**src/rtl/fetch_unit.sv**
```systemverilog
// Instruction fetch stage: one word per cycle from the icache into a single
// output register toward decode, with stall, redirect/flush and halt support.
module fetch_unit #(
  parameter logic [31:0] PC_INIT = 32'h00000000,
  parameter logic [5:0]  HALT_OP = 6'b111111
) (
  input  logic        CLK,
  input  logic        RST,
  output logic        imemREN,
  output logic [31:0] imemaddr,
  input  logic        ihit,
  input  logic [31:0] imemload,
  input  logic        stall,
  input  logic        redirect,
  input  logic [31:0] redirect_pc,
  output logic        valid_out,
  output logic [31:0] instr_out,
  output logic [31:0] pc_out,
  output logic [31:0] npc_out,
  output logic        halted,
  output logic [31:0] fetch_count
);

  localparam logic [0:0] ST_FETCH  = 1'b0;
  localparam logic [0:0] ST_HALTED = 1'b1;

  logic [0:0]  r_state;
  logic [31:0] r_pc;
  logic        r_valid;
  logic [31:0] r_instr;
  logic [31:0] r_pc_out;
  logic [31:0] r_count;

  logic        w_le;
  logic        w_is_halt;

  // Output register may refill whenever decode takes it or it is empty.
  assign w_le      = !stall || !r_valid;
  assign w_is_halt = (imemload[31:26] == HALT_OP);

  // Fetch request depends only on registered state, never on icache inputs.
  assign imemREN  = (r_state == ST_FETCH);
  assign imemaddr = {r_pc[31:2], 2'b00};

  assign valid_out   = r_valid;
  assign instr_out   = r_instr;
  assign pc_out      = r_pc_out;
  assign npc_out     = r_pc_out + 32'd4;
  assign halted      = (r_state == ST_HALTED);
  assign fetch_count = r_count;

  always_ff @(posedge CLK or posedge RST) begin
    if (RST) begin
      r_state  <= ST_FETCH;
      r_pc     <= PC_INIT;
      r_valid  <= 1'b0;
      r_instr  <= 32'h0;
      r_pc_out <= 32'h0;
      r_count  <= 32'h0;
    end else if (redirect) begin
      // Flush wins over stall and halt; the in-flight icache word is dropped.
      r_state <= ST_FETCH;
      r_pc    <= {redirect_pc[31:2], 2'b00};
      r_valid <= 1'b0;
    end else if (w_le) begin
      if (r_state == ST_FETCH && ihit) begin
        r_instr  <= imemload;
        r_pc_out <= r_pc;
        r_valid  <= 1'b1;
        r_count  <= r_count + 32'd1;
        if (w_is_halt) r_state <= ST_HALTED;
        else           r_pc    <= r_pc + 32'd4;
      end else begin
        r_valid <= 1'b0;
      end
    end
  end

endmodule
```
**config.mk**
```make
export PLATFORM = sky130hd
export DESIGN_NAME = fetch_unit
export DESIGN_NICKNAME = d
export VERILOG_FILES = /design/src/rtl/fetch_unit.sv
export SDC_FILE = /design/constraint.sdc
export NUM_CORES = 1
export LEC_CHECK = 0
export BUFFER_PORTS_ARGS = -buffer_cell sky130_fd_sc_hd__buf_2
export CAP_MARGIN = 15
export CORE_ASPECT_RATIO = 1.4
export CORE_UTILIZATION = 45
export DETAILED_ROUTE_END_ITERATION = 10
export PLACE_DENSITY = 0.71
export SYNTH_ARGS = -nofsm -noshare
export SYNTH_HDL_FRONTEND = slang
export SYNTH_SLANG_ARGS = --single-unit
export TNS_END_PERCENT = 30
```
**constraint.sdc**
```tcl
create_clock -name CLK -period 4.5 [get_ports CLK]
set_input_delay 0.675 -clock CLK [delete_from_list [all_inputs] [get_ports CLK]]
set_output_delay 0.675 -clock CLK [all_outputs]
set_load 0.05 [all_outputs]
```
**After elaboration in Yosys (flattened, before gate mapping)**

Index checks and enable logic that the tools add are counted.

- Bits in registers: 130
- Output and inout port bits: 163
- Logic and storage cells: 34
- Input port bits: 69

- Reductions and logical operators: 10
- Equal/unequal tests: 2
- Multiplexer cells: 11
- Bitwise operators: 2
- Add/subtract/negate cells: 3

Operators with widths:

| kind | count |
|---|---|
| $mux W32 | 4 |
| $add A32 B3 Y32 const B | 2 |
| $add A32 B1 Y32 const B | 1 |
| $reduce_and A3 Y1 | 3 |
| $mux W1 | 7 |
| $eq A6 B6 Y1 const B | 1 |
| $reduce_bool A2 Y1 | 3 |
| $logic_not A1 Y1 | 2 |
| $ne A2 B2 Y1 const B | 1 |
| $not A1 Y1 | 2 |
| $logic_and A1 B1 Y1 | 1 |
| $logic_or A1 B1 Y1 | 1 |

**Longest topological paths before layout**

- Depth after elaboration: 5
- Depth in mapped cells: 8
- Gate-level depth less buffers: 6

**Least setup slack after synthesis**

Ideal clock, no wire load.

- Kind: reg2out
- Start: reg r_pc_out[4] (netlist: pc_out[4])
- End: out npc_out[23]
- Cell stages (with the launch flop): 7
- Path slack: 1186 ps
- Buffers on the path: 1
- Arrival: 2639 ps
- Data required time: 3825 ps
- Path through: dfrtp_1 -> and4_1 -> and4_1 -> and4_1 -> clkbuf_1 -> nand4_1 -> xnor2_1

- Longest elaborated chain between the ends: 1

Ends and longest elaborated chain:

| item | line | source |
|---|---|---|
| start: declaration | 31 | `logic [31:0] r_pc_out;` |
| start signal: assignment | 68 | `r_pc_out <= r_pc;` |
| $add A32 B3 Y32 | 48 | `assign npc_out = r_pc_out + 32'd4;` |
| end: declaration | 19 | `output logic [31:0] npc_out,` |

No other way between the ends.

**Final worst setup path**

- Start: reg r_pc_out[2] (netlist: pc_out[2])
- End: out npc_out[30]

Same word-level chain as after synthesis.

==> impl_summary.log <==
[metrics] status: complete, no violations
[metrics] startpoint of the worst register-to-register path: halted
[metrics] RSZ-0062 raised after global routing: no
[metrics] Crit path required time: 3.83 ns
[metrics] count of mapped cells out of synthesis: 686
[metrics] Clock transition at path regs: 0.06 ns
[metrics] maximum clock path buffer count: 2
[metrics] synthesis-stage register bit count: 126
[metrics] aggregate global-route resource usage: 24.7%
[metrics] wire length after detailed routing: 16800 um
[metrics] Port Buffers: 223
[metrics] Top-Level Pins: 232
[metrics] TritonCTS Buffers: 17
[metrics] path type of the worst min-delay path: in -> async
[metrics] clk sinks: 126
[metrics] number of buffers added for setup after CTS: 0
[metrics] number of design-rule violations left by the first detailed-router iteration: 185
[metrics] Unique masters post-synth: 44
[metrics] total number of vias: 5598
[metrics] Setup crit start kind: flop
[metrics] Die Y-Extent: 140 um
[metrics] largest area contributor in the netlist: sky130_fd_sc_hd__dfrtp_1
[metrics] Layout Skew: 0.00838 ns
[metrics] detail-routed net length per standard cell: 15.3 um
[metrics] floorplan die width: 101 um
[metrics] DRC errors left: 0
[metrics] average size of a mapped cell: 8.98 um^2
[metrics] Core Area: 13400 um^2
[metrics] clk_lat worst skew: 0.42 ns
[metrics] FF-to-FF End: r_pc[28]
[metrics] iteration count of the initial detailed-routing pass: 5
[metrics] full die area: 14200 um^2
[metrics] Primary FF master, synth: sky130_fd_sc_hd__dfrtp_1
[metrics] antenna violations before repair: 3
[metrics] power density of the placed cells: 522 nW/um^2
[metrics] final critical-path required period: 3.26 ns
[metrics] Setup CP Type: reg -> out
[metrics] starting density of the core: 46.0%
[metrics] vias per cell: 5.10
[metrics] cells resized by post-CTS repair: 0
[metrics] RD Place Congestion: 0.830
[metrics] sequential-to-total area share from yosys stat: 51.2%
[metrics] Area Growth Syn to Fin: 31.0%
[metrics] vias in the first global route: 5325
[metrics] slew margin rel.: 33.4%
[metrics] Setup-failing EPs final: 0
[metrics] clock tree root driver cell: sky130_fd_sc_hd__clkbuf_16
[metrics] capturing element type of the critical path: output port
[metrics] total number of H-tree levels: 4
[metrics] count of hold-fix buffers inserted at cts: 0
[metrics] CTS tree: done
[metrics] Post-synth ARST share: 100%
[metrics] number of cells on the worst reg-to-reg path: 5
[metrics] largest fanout on the critical path: 5
[metrics] Yosys warning count: 0
[metrics] layout cell share with drive strength beyond 1: 29.4%
[metrics] Hold Violations, Final: 0
[metrics] transition time at the pin with the least slew margin: 0.994 ns
[metrics] total number of placement rows: 50
[metrics] instance count after placement with tap cells included: 1066
[metrics] setup slack on the worst flop-to-flop path: 2.29 ns
[metrics] leakage component of the power: 4.13 nW
[metrics] count of flip-flops with a built-in enable after synthesis: 0
[metrics] Total Neg Setup Slack: 0 ns
[metrics] area fraction of the dominant cell type after synthesis: 51.2%
[metrics] Nets: 975
[metrics] post-synthesis instance area: 6160 um^2
[metrics] first-pass GRT wire length: 26900 um
[metrics] upper clock frequency limit: 307 MHz
[metrics] count of max-cap constraint violations: 0
[metrics] crit share post-route: 72.4%
[metrics] Antenna Nets Post-Route: 0
[metrics] final standard cell count with taps included and fillers excluded: 1098
[metrics] aggregate global routing overflow: 0
[metrics] count of pins over their slew limit: 0
[metrics] most numerous cell types in the synthesized netlist: sky130_fd_sc_hd__nand2_1 (230), sky130_fd_sc_hd__dfrtp_1 (126), sky130_fd_sc_hd__xnor2_1 (57)
[metrics] top post-synthesis cells by area: sky130_fd_sc_hd__dfrtp_1 (51%), sky130_fd_sc_hd__nand2_1 (14%), sky130_fd_sc_hd__xnor2_1 (8.1%), sky130_fd_sc_hd__xor2_1 (3.4%), sky130_fd_sc_hd__nand4_1 (3.0%)
[metrics] most repeated cell in the gate-level netlist after synthesis: sky130_fd_sc_hd__nand2_1
[metrics] Peak VDD IR: 0.000298 V
[metrics] largest net degree at the start of global routing: 75
[metrics] Detail Placement HPWL: 11800 um
[metrics] Arr. time, crit path: 2.58 ns
power breakdown:
group          internal (mW)  switching [mW]
Combinational          0.277           0.991
Clock                  0.980           0.515
Sequential              1.28           0.173
state kept, by name (all words and copies together) (netlist names):
| signal | flops |
|---|---|
| halted | 1 |
| r_pc | 30 |
| instr_out | 32 |
| pc_out | 30 |
| valid_out | 1 |
| fetch_count | 32 |
routing by layer:
| layer | part of all wire, % | vias up | GRT usage, % | wire length [um] |
|---|---|---|---|---|
| met5 | 0.059 | - | 0 | 10 |
| met4 | 2.9 | 2 | 10.9 | 491 |
| met3 | 5.2 | 38 | 6.09 | 873 |
| met2 | 50 | 193 | 41.5 | 8430 |
| met1 | 42 | 2644 | 29.9 | 7010 |
| li1 | - | 2721 | - | - |
kinds of logic after synthesis:
logic type,share of synthesized area [%]
AO/OA/AOI/OAI,4.43
multiplexers,0.345
buffers and inverters,3.23
XOR/XNOR,11.5
AND/OR/NAND/NOR,28.6
adder cells (fa/ha/maj),0.609
flip-flops,51.2
other,0.0609
worst max path at each step:
stage	start	end	slack [ns]	cells past startpoint
floorplan	RST	fetch_count[0]	0.47	1
global placement	pc_out[2]	npc_out[26]	1.66	7
detailed placement	pc_out[2]	npc_out[30]	1.66	7
CTS	pc_out[2]	npc_out[30]	1.20	7
global route	pc_out[2]	npc_out[28]	1.03	7
finish	pc_out[2]	npc_out[30]	1.24	7
critical path: stages, from the launching register on:
cell                      delay [ns]
sky130_fd_sc_hd__dfrtp_1        0.41
sky130_fd_sc_hd__ha_1           0.21
sky130_fd_sc_hd__nand3_1        0.17
sky130_fd_sc_hd__nor2_1         0.40
sky130_fd_sc_hd__and4_1         0.39
sky130_fd_sc_hd__nand4_1        0.16
sky130_fd_sc_hd__xnor2_1        0.15
sky130_fd_sc_hd__buf_2          0.27
through the flow:
stage / worst slack, ns / power (mW) / utilization [%] / instance area [um^2] / hold WS (ns)
6_report: 1.24 / 4.22 / 60.3 / 8070 / 0.392
2_1_floorplan: 0.469 / 2.42 / - / 6180 / 0.744
4_1_cts: 1.20 / 4.24 / 60.3 / 8070 / 0.422
5_1_grt: 1.03 / 4.39 / 60.3 / 8070 / 0.428
3_3_place_gp: 1.66 / 2.73 / 55.4 / 7420 / 0.453
3_5_place_dp: 1.66 / 2.74 / 55.4 / 7420 / 0.457
layout make-up:
class / count / area [um^2]
clock inverter: 14 / 218
inverter: 12 / 47.5
multi-input combinational: 519 / 2840
timing repair buffer: 227 / 1160
clock buffer: 17 / 425
fill: 1240 / 5320
sequential: 126 / 3150
antenna: 1 / 2.50
tap: 182 / 228
cells in the final DEF, fill, tap and decap left out, types with 3 or more instances in the layout:
cell	instances
sky130_fd_sc_hd__dfrtp_1	126
sky130_fd_sc_hd__buf_4	3
sky130_fd_sc_hd__nor3_1	11
sky130_fd_sc_hd__or3_1	5
sky130_fd_sc_hd__inv_1	11
sky130_fd_sc_hd__nand3_1	31
sky130_fd_sc_hd__nor2_1	21
sky130_fd_sc_hd__nand2_1	230
sky130_fd_sc_hd__xor2_1	24
sky130_fd_sc_hd__and3_1	13
sky130_fd_sc_hd__clkinv_4	3
sky130_fd_sc_hd__and4_1	6
sky130_fd_sc_hd__conb_1	6
sky130_fd_sc_hd__buf_2	223
sky130_fd_sc_hd__and2_1	3
sky130_fd_sc_hd__ha_1	3
sky130_fd_sc_hd__nor4_1	14
sky130_fd_sc_hd__bufinv_16	5
sky130_fd_sc_hd__a31oi_1	5
sky130_fd_sc_hd__a21oi_1	3
sky130_fd_sc_hd__xnor2_1	57
sky130_fd_sc_hd__clkinvlp_4	3
sky130_fd_sc_hd__o21ai_0	31
sky130_fd_sc_hd__clkbuf_16	17
sky130_fd_sc_hd__nand4_1	30
(Power assumes the default switching activity.)
